--- config.mk ---
export PLATFORM = sky130hd
export DESIGN_NAME = relay_ctrl
export DESIGN_NICKNAME = d
export VERILOG_FILES = /design/src/rtl/relay_pkg.sv /design/src/rtl/relay_ctrl_timer.sv /design/src/rtl/relay_ctrl.sv
export SDC_FILE = /design/constraint.sdc
export NUM_CORES = 1
export LEC_CHECK = 0
export CAP_MARGIN = 30
export CORE_ASPECT_RATIO = 1.25
export CORE_MARGIN = 3
export CORE_UTILIZATION = 40
export DETAILED_ROUTE_END_ITERATION = 6
export PLACE_DENSITY = 0.58
export RECOVER_POWER = 25
export SLEW_MARGIN = 10
export SYNTH_ARGS = -nofsm -noshare
export SYNTH_HDL_FRONTEND = slang
export SYNTH_SLANG_ARGS = --single-unit
--- constraint.sdc ---
create_clock -name ck_1356meg -period 3.1 [get_ports ck_1356meg]
set_clock_uncertainty 0.15 [all_clocks]
set_input_delay 0.775 -clock ck_1356meg [delete_from_list [all_inputs] [get_ports ck_1356meg]]
set_output_delay 0.775 -clock ck_1356meg [all_outputs]
set_load 0.01 [all_outputs]
--- src/rtl/relay_pkg.sv ---
// Shared codes for the relay controller: state encoding, command/mode/status codes, timer width.
package relay_pkg;

    localparam int CNT_W = 21;

    typedef enum logic [1:0] {
        ST_IDLE       = 2'd0,
        ST_MASTER_TX  = 2'd1,
        ST_SLAVE_RUN  = 2'd2,
        ST_DELAY_XFER = 2'd3
    } state_e;

    typedef enum logic [1:0] {
        OP_ABORT      = 2'b00,
        OP_MASTER     = 2'b01,
        OP_SLAVE      = 2'b10,
        OP_READ_DELAY = 2'b11
    } cmd_op_e;

    localparam logic [2:0] MOD_MASTER = 3'b000;
    localparam logic [2:0] MOD_SLAVE  = 3'b001;
    localparam logic [2:0] MOD_DELAY  = 3'b010;
    localparam logic [2:0] MOD_PARK   = 3'b111;

    localparam logic [1:0] STAT_OK      = 2'b00;
    localparam logic [1:0] STAT_TIMEOUT = 2'b01;
    localparam logic [1:0] STAT_ABORTED = 2'b10;

    function automatic logic [2:0] mod_of(input state_e s);
        logic [2:0] m;
        case (s)
            ST_MASTER_TX:  m = MOD_MASTER;
            ST_SLAVE_RUN:  m = MOD_SLAVE;
            ST_DELAY_XFER: m = MOD_DELAY;
            default:       m = MOD_PARK;
        endcase
        return m;
    endfunction

endpackage

--- src/rtl/relay_ctrl_timer.sv ---
// Loadable 21-bit down-counter that saturates at zero and flags the zero value.
module relay_ctrl_timer
    import relay_pkg::*;
(
    input  logic             clk_i,
    input  logic             rst_n_i,
    input  logic             load_i,
    input  logic [CNT_W-1:0] load_val_i,
    output logic             zero_o
);

    logic [CNT_W-1:0] cnt_q;
    logic [CNT_W-1:0] cnt_d;

    always_comb begin
        cnt_d = cnt_q;
        if (load_i) begin
            cnt_d = load_val_i;
        end else if (cnt_q != '0) begin
            cnt_d = cnt_q - 1'b1;
        end
    end

    always_ff @(posedge clk_i or negedge rst_n_i) begin
        if (!rst_n_i) begin
            cnt_q <= '0;
        end else begin
            cnt_q <= cnt_d;
        end
    end

    assign zero_o = (cnt_q == '0);

endmodule

--- src/rtl/relay_ctrl.sv ---
// Relay mode sequencer: MASTER/SLAVE/DELAY read-out control with result status.
// Define RELAY_CTRL_WATCHDOG_EN to time out MASTER_TX after TIMEOUT_CYCLES without a response.
//
// state         | meaning
// IDLE          | relay parked, waiting for a command
// MASTER_TX     | relay acting as master, waiting for peer response
// SLAVE_RUN     | relay acting as slave until aborted
// DELAY_XFER    | delay read-out, commands held off for DELAY_CYCLES
module relay_ctrl
    import relay_pkg::*;
#(
    parameter int unsigned TIMEOUT_CYCLES = 1356000,
    parameter int unsigned DELAY_CYCLES   = 1048832
) (
    input  logic       ck_1356meg,
    input  logic       rst_n,
    input  logic       cmd_valid,
    input  logic [1:0] cmd_op,
    output logic       cmd_ready,
    input  logic       rx_edge,
    output logic [2:0] mod_type,
    output logic       busy,
    output logic [1:0] status,
    output logic       status_valid
);

    // Load value is one less than the hold length: the zero cycle is the last one in the state.
    localparam logic [CNT_W-1:0] TMO_LOAD = CNT_W'(TIMEOUT_CYCLES - 1);
    localparam logic [CNT_W-1:0] DLY_LOAD = CNT_W'(DELAY_CYCLES - 1);

    state_e           state_q, state_d;
    logic [2:0]       mod_q;
    logic [1:0]       status_q, status_d;
    logic             sv_q, sv_d;
    logic             rdy_en_q;
    logic             accept;
    logic             abort_acc;
    logic             tmr_load;
    logic [CNT_W-1:0] tmr_val;
    logic             tmr_zero;

    always_ff @(posedge ck_1356meg or negedge rst_n) begin
        if (!rst_n) begin
            state_q  <= ST_IDLE;
            mod_q    <= MOD_PARK;
            status_q <= STAT_OK;
            sv_q     <= 1'b0;
            rdy_en_q <= 1'b0;
        end else begin
            state_q  <= state_d;
            mod_q    <= mod_of(state_d);
            status_q <= status_d;
            sv_q     <= sv_d;
            rdy_en_q <= 1'b1;
        end
    end

    always_comb begin
        state_d  = state_q;
        status_d = status_q;
        sv_d     = 1'b0;
        case (state_q)
            ST_IDLE: begin
                if (accept) begin
                    case (cmd_op_e'(cmd_op))
                        OP_MASTER:     state_d = ST_MASTER_TX;
                        OP_SLAVE:      state_d = ST_SLAVE_RUN;
                        OP_READ_DELAY: state_d = ST_DELAY_XFER;
                        default:       state_d = ST_IDLE;
                    endcase
                end
            end
            ST_MASTER_TX: begin
                if (abort_acc) begin
                    state_d  = ST_IDLE;
                    status_d = STAT_ABORTED;
                    sv_d     = 1'b1;
                end else if (rx_edge) begin
                    state_d = ST_DELAY_XFER;
`ifdef RELAY_CTRL_WATCHDOG_EN
                end else if (tmr_zero) begin
                    state_d  = ST_IDLE;
                    status_d = STAT_TIMEOUT;
                    sv_d     = 1'b1;
`endif
                end
            end
            ST_SLAVE_RUN: begin
                if (abort_acc) begin
                    state_d  = ST_IDLE;
                    status_d = STAT_ABORTED;
                    sv_d     = 1'b1;
                end
            end
            ST_DELAY_XFER: begin
                if (tmr_zero) begin
                    state_d  = ST_IDLE;
                    status_d = STAT_OK;
                    sv_d     = 1'b1;
                end
            end
            default: state_d = ST_IDLE;
        endcase
    end

    always_comb begin
        cmd_ready    = rdy_en_q && (state_q != ST_DELAY_XFER);
        busy         = (state_q != ST_IDLE);
        accept       = cmd_valid && cmd_ready;
        abort_acc    = accept && (cmd_op == OP_ABORT);
        tmr_load     = (state_d != state_q) && (state_d inside {ST_MASTER_TX, ST_DELAY_XFER});
        tmr_val      = (state_d == ST_DELAY_XFER) ? DLY_LOAD : TMO_LOAD;
        mod_type     = mod_q;
        status       = status_q;
        status_valid = sv_q;
    end

    relay_ctrl_timer u_timer (
        .clk_i      (ck_1356meg),
        .rst_n_i    (rst_n),
        .load_i     (tmr_load),
        .load_val_i (tmr_val),
        .zero_o     (tmr_zero)
    );

endmodule

After elaboration in Yosys (flattened, before gate mapping) --
Index checks and enable logic that the tools add are counted. W data, S select, Z words.
Word-level totals: flip-flop bits (word level) 30, output and inout port bits 8, word-level logic and storage cells 51
Operators by class: add/subtract/negate cells 1, equal/unequal tests 13, multiplexer cells 17, reductions and logical operators 14
Operators by type and width (count):
- $mux W21 | 2
- $logic_not A21 Y1 | 1
- $reduce_bool A21 Y1 | 1
- $sub A21 B1 Y21 const B | 1
- $mux W19 | 1
- $mux W2 | 7
- $eq A2 B2 Y1 const B | 6
- $pmux W3 S3 | 1
- $pmux W2 S4 | 1
- $reduce_bool A2 Y1 | 4
- $eq A2 B1 Y1 const B | 3
- $pmux W2 S3 | 1
- $logic_and A1 B1 Y1 | 4
- $logic_not A2 Y1 | 2
- $ne A2 B2 Y1 const B | 2
- $pmux W2 S2 | 1
- $reduce_and A3 Y1 | 1
- $mux W1 | 2
- $ne A2 B1 Y1 const B | 1
- $ne A2 B2 Y1 | 1
- $pmux W1 S2 | 1
- $reduce_or A2 Y1 | 1

Logic depth before layout (Yosys ltp) --
depth after elaboration 10, gate-level depth with buffers 11, gate-level depth less buffers 9

Modules after synthesis --
Synthesis repeated with hierarchy kept, for this count alone.
Second synthesis, totals: cell total of the unflattened synthesis 182, area, all modules 1838.0 um2
By module, submodules not included:
- relay_ctrl_timer | times used 1, cells an instance 129, area an instance 1297.5 um2, seq. area each 525.5 um2
- relay_ctrl | times used 1, cells an instance 53, area an instance 540.5 um2, seq. area each 203.9 um2

Least setup slack after synthesis --
No wires, ideal clock.
kind input port to flip-flop, from in cmd_valid, to reg u_timer.cnt_q[5], library setup time 0.127 ns, arrival time 2.268 ns, slack 0.555 ns, stages 8, path through nand3b_1 -> or3_1 -> clkbuf_1 -> o21ai_0 -> nand4_1 -> a31oi_2 -> buf_6 -> mux2_1
Between the ends: word-level cells in the longest chain between the ends 8, elaborated cells between the ends (all ways) 14
RTL lines:
- start, declared | line relay_ctrl.sv:17 | input logic cmd_valid,
- $logic_and A1 B1 Y1 * | line relay_ctrl.sv:109 | accept = cmd_valid && cmd_ready;
- $logic_and A1 B1 Y1 | line relay_ctrl.sv:110 | abort_acc = accept && (cmd_op == OP_ABORT);
- $mux W2 (on tied branches) | line relay_ctrl.sv:89, relay_ctrl.sv:74
- $pmux W2 S4 * | line relay_ctrl.sv:62 | case (state_q)
- $eq A2 B1 Y1 / $eq A2 B2 Y1 (equally long branches) | line relay_ctrl.sv:111, relay_ctrl.sv:112
- $reduce_bool A2 Y1 | line relay_ctrl.sv:111 | tmr_load = (state_d != state_q) && (state_d inside {ST_MASTER_TX, ST_DELAY_XFER});
- $logic_and A1 B1 Y1 | line relay_ctrl.sv:111
- $mux W21 / $reduce_bool A2 Y1 (equally long branches)
- end signal, assigned | line relay_ctrl_timer.sv:28 | cnt_q <= cnt_d;
- end, declared | line relay_ctrl_timer.sv:12 | logic [CNT_W-1:0] cnt_q;
Mark *: on every way between the ends. The rest lies on a longest branch, timed or not. A chain may end at the register's enable or synchronous reset.

Final worst setup path --
from in cmd_valid, to reg u_timer.cnt_q[6]
Between the ends: word-level cells in the longest chain between the ends 8, elaborated cells between the ends (all ways) 13
RTL lines (line):
- $logic_and A1 B1 Y1 * | relay_ctrl.sv:109
- $logic_and A1 B1 Y1 | relay_ctrl.sv:110
- $mux W2 (on tied branches) | relay_ctrl.sv:89, relay_ctrl.sv:74
- $pmux W2 S4 * | relay_ctrl.sv:62
- $eq A2 B1 Y1 / $eq A2 B2 Y1 (equally long branches) | relay_ctrl.sv:111
- $reduce_bool A2 Y1 | relay_ctrl.sv:111
- $logic_and A1 B1 Y1 * | relay_ctrl.sv:111
- $mux W21 / $reduce_bool A2 Y1 (equally long branches)
Marks and branches as above.

==> flow_summary.json <==
{
  "period_minus_slack_ns": 2.71,
  "dieArea_um2": 5070,
  "finalHoldViolations": 0,
  "grtUsageTotal_pct": 16.1,
  "first_global_vias": 1336,
  "routedWlPerCell_um": 14.3,
  "initial_core_util_pct": 43.1,
  "crit_path_max_incr_delay_ns": 0.46,
  "violations": "capacitance limit, slew limit",
  "drc_errors": 0,
  "grt_pass1_wl_mm": 6.22,
  "yosysWarnings": 0,
  "die_h_um": 78.9,
  "clk_pin_slew_ns": 0.07,
  "grt_max_degree": 30,
  "cpMaxStageDelayCell": "clkdlybuf4s50_1",
  "fin_cells": 248,
  "post_cts_resized": 0,
  "synth_cell_types": 42,
  "synth_top_family_by_area": "simple AND/OR/NAND/NOR gates",
  "start_kind": "input pin",
  "arrival_ns": 2.72,
  "num-fill-cells": 403,
  "regArea_um2": 729,
  "postSynthAreaPerCell_um2": 9.65,
  "maxSlewViolCount": 30,
  "slew_headroom_pct": -4.85,
  "synth_nets": 190,
  "clock_latency_ns": 0.29,
  "irDropWorstVdd_mv": 0.405,
  "antenna_found_initial": 0,
  "cts_root_buf": "clkbuf_8",
  "dp_hpwl_mm": 2.66,
  "ys_ff_latch": 29,
  "syn_area_um2": 1700,
  "fin_tns_setup_ns": 0,
  "core-area_um2": 3940,
  "drt_iter0_markers": 40,
  "crit_fanout": 14,
  "required_ns": 3.11,
  "max_cap_viol_count": 1,
  "ys.flop_type": "dfrtp_1",
  "cts_max_level": 2,
  "fin_nets": 207,
  "drive_above_1_share_pct": 12.4,
  "port_buffers": 12,
  "period_share_pct": 87.6,
  "die_w_um": 64.3,
  "drtPass1Iterations": 4,
  "dp.cells": 240,
  "diodes": 0,
  "path_class": "input pin to register",
  "hp-class": "register to register",
  "area_delta_synth_final_pct": 16.2,
  "cts.sinks": 29,
  "wirelength_mm": 3.55,
  "synthMuxAreaShare_pct": 3.61,
  "pre_cts_ws_ns": 0.0981,
  "rsz0062_at_grt": "no",
  "rows": 25,
  "ys_seq_area_share_pct": 42.9,
  "globalplace.congestion": 0.819,
  "cp_cell_sequence": "clkdlybuf4s50_1 > nand3b_1 > or3_1 > a21oi_1 > a21o_1 > a31oi_2 > buf_4 > or3b_1",
  "worst_pin_slew_ns": 1.57,
  "yosys.area_share.simple_pct": 25.0,
  "postRouteAntennaNets": 0,
  "hold_buffers": 0,
  "p_leak_nw": 0.812,
  "multi_input_area_um2": 887,
  "post-route-util_pct": 50.1,
  "pin_count": 14,
  "grt-ovfl-total": 0,
  "syn_inst": 176,
  "avgViaCountPerCell": 5.27,
  "cts_buffer_depth": 2,
  "cts_tree": "yes",
  "postCtsSetupRepairBufs": 0,
  "synth-xor-area-share_pct": 8.25,
  "setup_slack_ns": 0.385,
  "cts_buffers": 5,
  "vias": 1308,
  "status": "complete, but fails checks",
  "p_per_area_nw_per_um2": 759,
  "setup_viol": 0,
  "synthAdderAreaFrac_pct": 5.89,
  "synth_enable_flop_cells": 0,
  "max_freq_mhz": 368,
  "synth_compound_area_share_pct": 8.98,
  "synthArstFlopShare_pct": 100,
  "endpoint_kind": "register"
}
## cells in the final DEF (no fill, tap or decap), drive strengths merged, types with 4 or more instances in the layout
master	instances
xnor2	11
ha	8
clkbuf	6
xor2	5
mux2i	5
nor2	19
nor4	9
buf	5
nor3	7
clkdlybuf4s50	11
o21ai	9
nand2	13
inv	10
a21oi	4
nand4	4
dfrtp	26
nand2b	8
## cells in the mapped netlist (all sizes together), types with 2 or more instances
master	number	area share [%]
a21bo	2	1.2
a21oi	4	1.2
buf	3	1.5
clkbuf	5	1.1
conb	2	0.44
dfrtp	26	38
dfstp	3	4.6
ha	8	5.9
inv	10	2.2
mux2i	5	2.9
nand2	13	2.9
nand2b	8	2.9
nand3b	2	0.88
nand4	4	1.5
nor2	19	4.2
nor3	7	2.7
nor4	9	4.2
o21ai	9	2.7
or3	3	1.1
or4	2	1.3
xnor2	11	5.7
xor2	5	2.6
## through the flow
stage | hold slack (ns) | total power [mW] | instance area (um^2)
4_1_cts | 0.367 | 1.52 | 1980
5_1_grt | 0.411 | 1.62 | 1970
6_report | 0.363 | 1.50 | 1970
2_1_floorplan | 0.329 | 1.01 | 1700
3_5_place_dp | 0.352 | 1.19 | 1890
3_3_place_gp | 0.338 | 1.17 | 1890
## critical path, delay by kind of cell
family / cells / cell delay [ns]
AOI/OAI and AO/OA: 3 / 0.45
buffers and inverters: 2 / 0.67
and+or+nand+nor: 3 / 0.82
## power breakdown
group / leakage (nW) / total [mW] / switching (mW) / internal [mW]
logic: 0.444 / 0.616 / 0.331 / 0.286
clock network: 0.0364 / 0.315 / 0.158 / 0.157
registers: 0.332 / 0.566 / 0.0910 / 0.475
## final cells by class
type,instances,area share [%]
clock inverters,3,1.14
repair buffers,18,8.17
flip-flops and latches,29,36.9
clock buffers,5,3.49
well taps,54,3.42
inverters,10,1.90
multi-input cells,129,44.9
## metal layers
metal / GRT usage (%) / up-vias / wire length, um / share of wire, %
met2: 29.3 / 23 / 1970 / 55
met4: 7.61 / 0 / 87 / 2.4
li1: - / 629 / - / -
met1: 17.0 / 648 / 1380 / 39
met5: 0 / - / 0 / 0
met3: 4.24 / 8 / 111 / 3.1
## final timing paths
path | startpoint | to | slack (ns) | cells past startpoint
setup / recovery | cmd_valid | u_timer.cnt_q[6]$_DFFE_PN0P_ | 0.39 | 8
hold / removal | status[1]$_DFFE_PN0P_ | status[1]$_DFFE_PN0P_ | 0.36 | 2
setup reg to reg | state_q[1]$_DFF_PN0_ | u_timer.cnt_q[6]$_DFFE_PN0P_ | 0.44 | 8
hold reg to reg | status[1]$_DFFE_PN0P_ | status[1]$_DFFE_PN0P_ | 0.36 | 2
max in group asynchronous | rst_n | u_timer.cnt_q[0]$_DFFE_PN0P_ | 0.62 | 2
min in group asynchronous | rst_n | u_timer.cnt_q[3]$_DFFE_PN0P_ | 1.26 | 2
## logic make-up (layout without fill, tap and decap cells)
group                    after synthesis  after routing
AO/OA/AOI/OAI                         23             23
flip-flops                            29             29
other                                  2              2
multiplexers                           6              6
AND/OR/NAND/NOR                       74             74
adder cells (fa/ha/maj)                8              8
XOR/XNOR                              16             16
buffers and inverters                 18             36
## state kept, by name, summed over array words and instances (netlist names)
name           cells
status             1
state_q            2
status_valid       1
mod_type           3
u_timer.cnt_q     21
rdy_en_q           1
No activity file was read; power rests on OpenSTA's default activity.
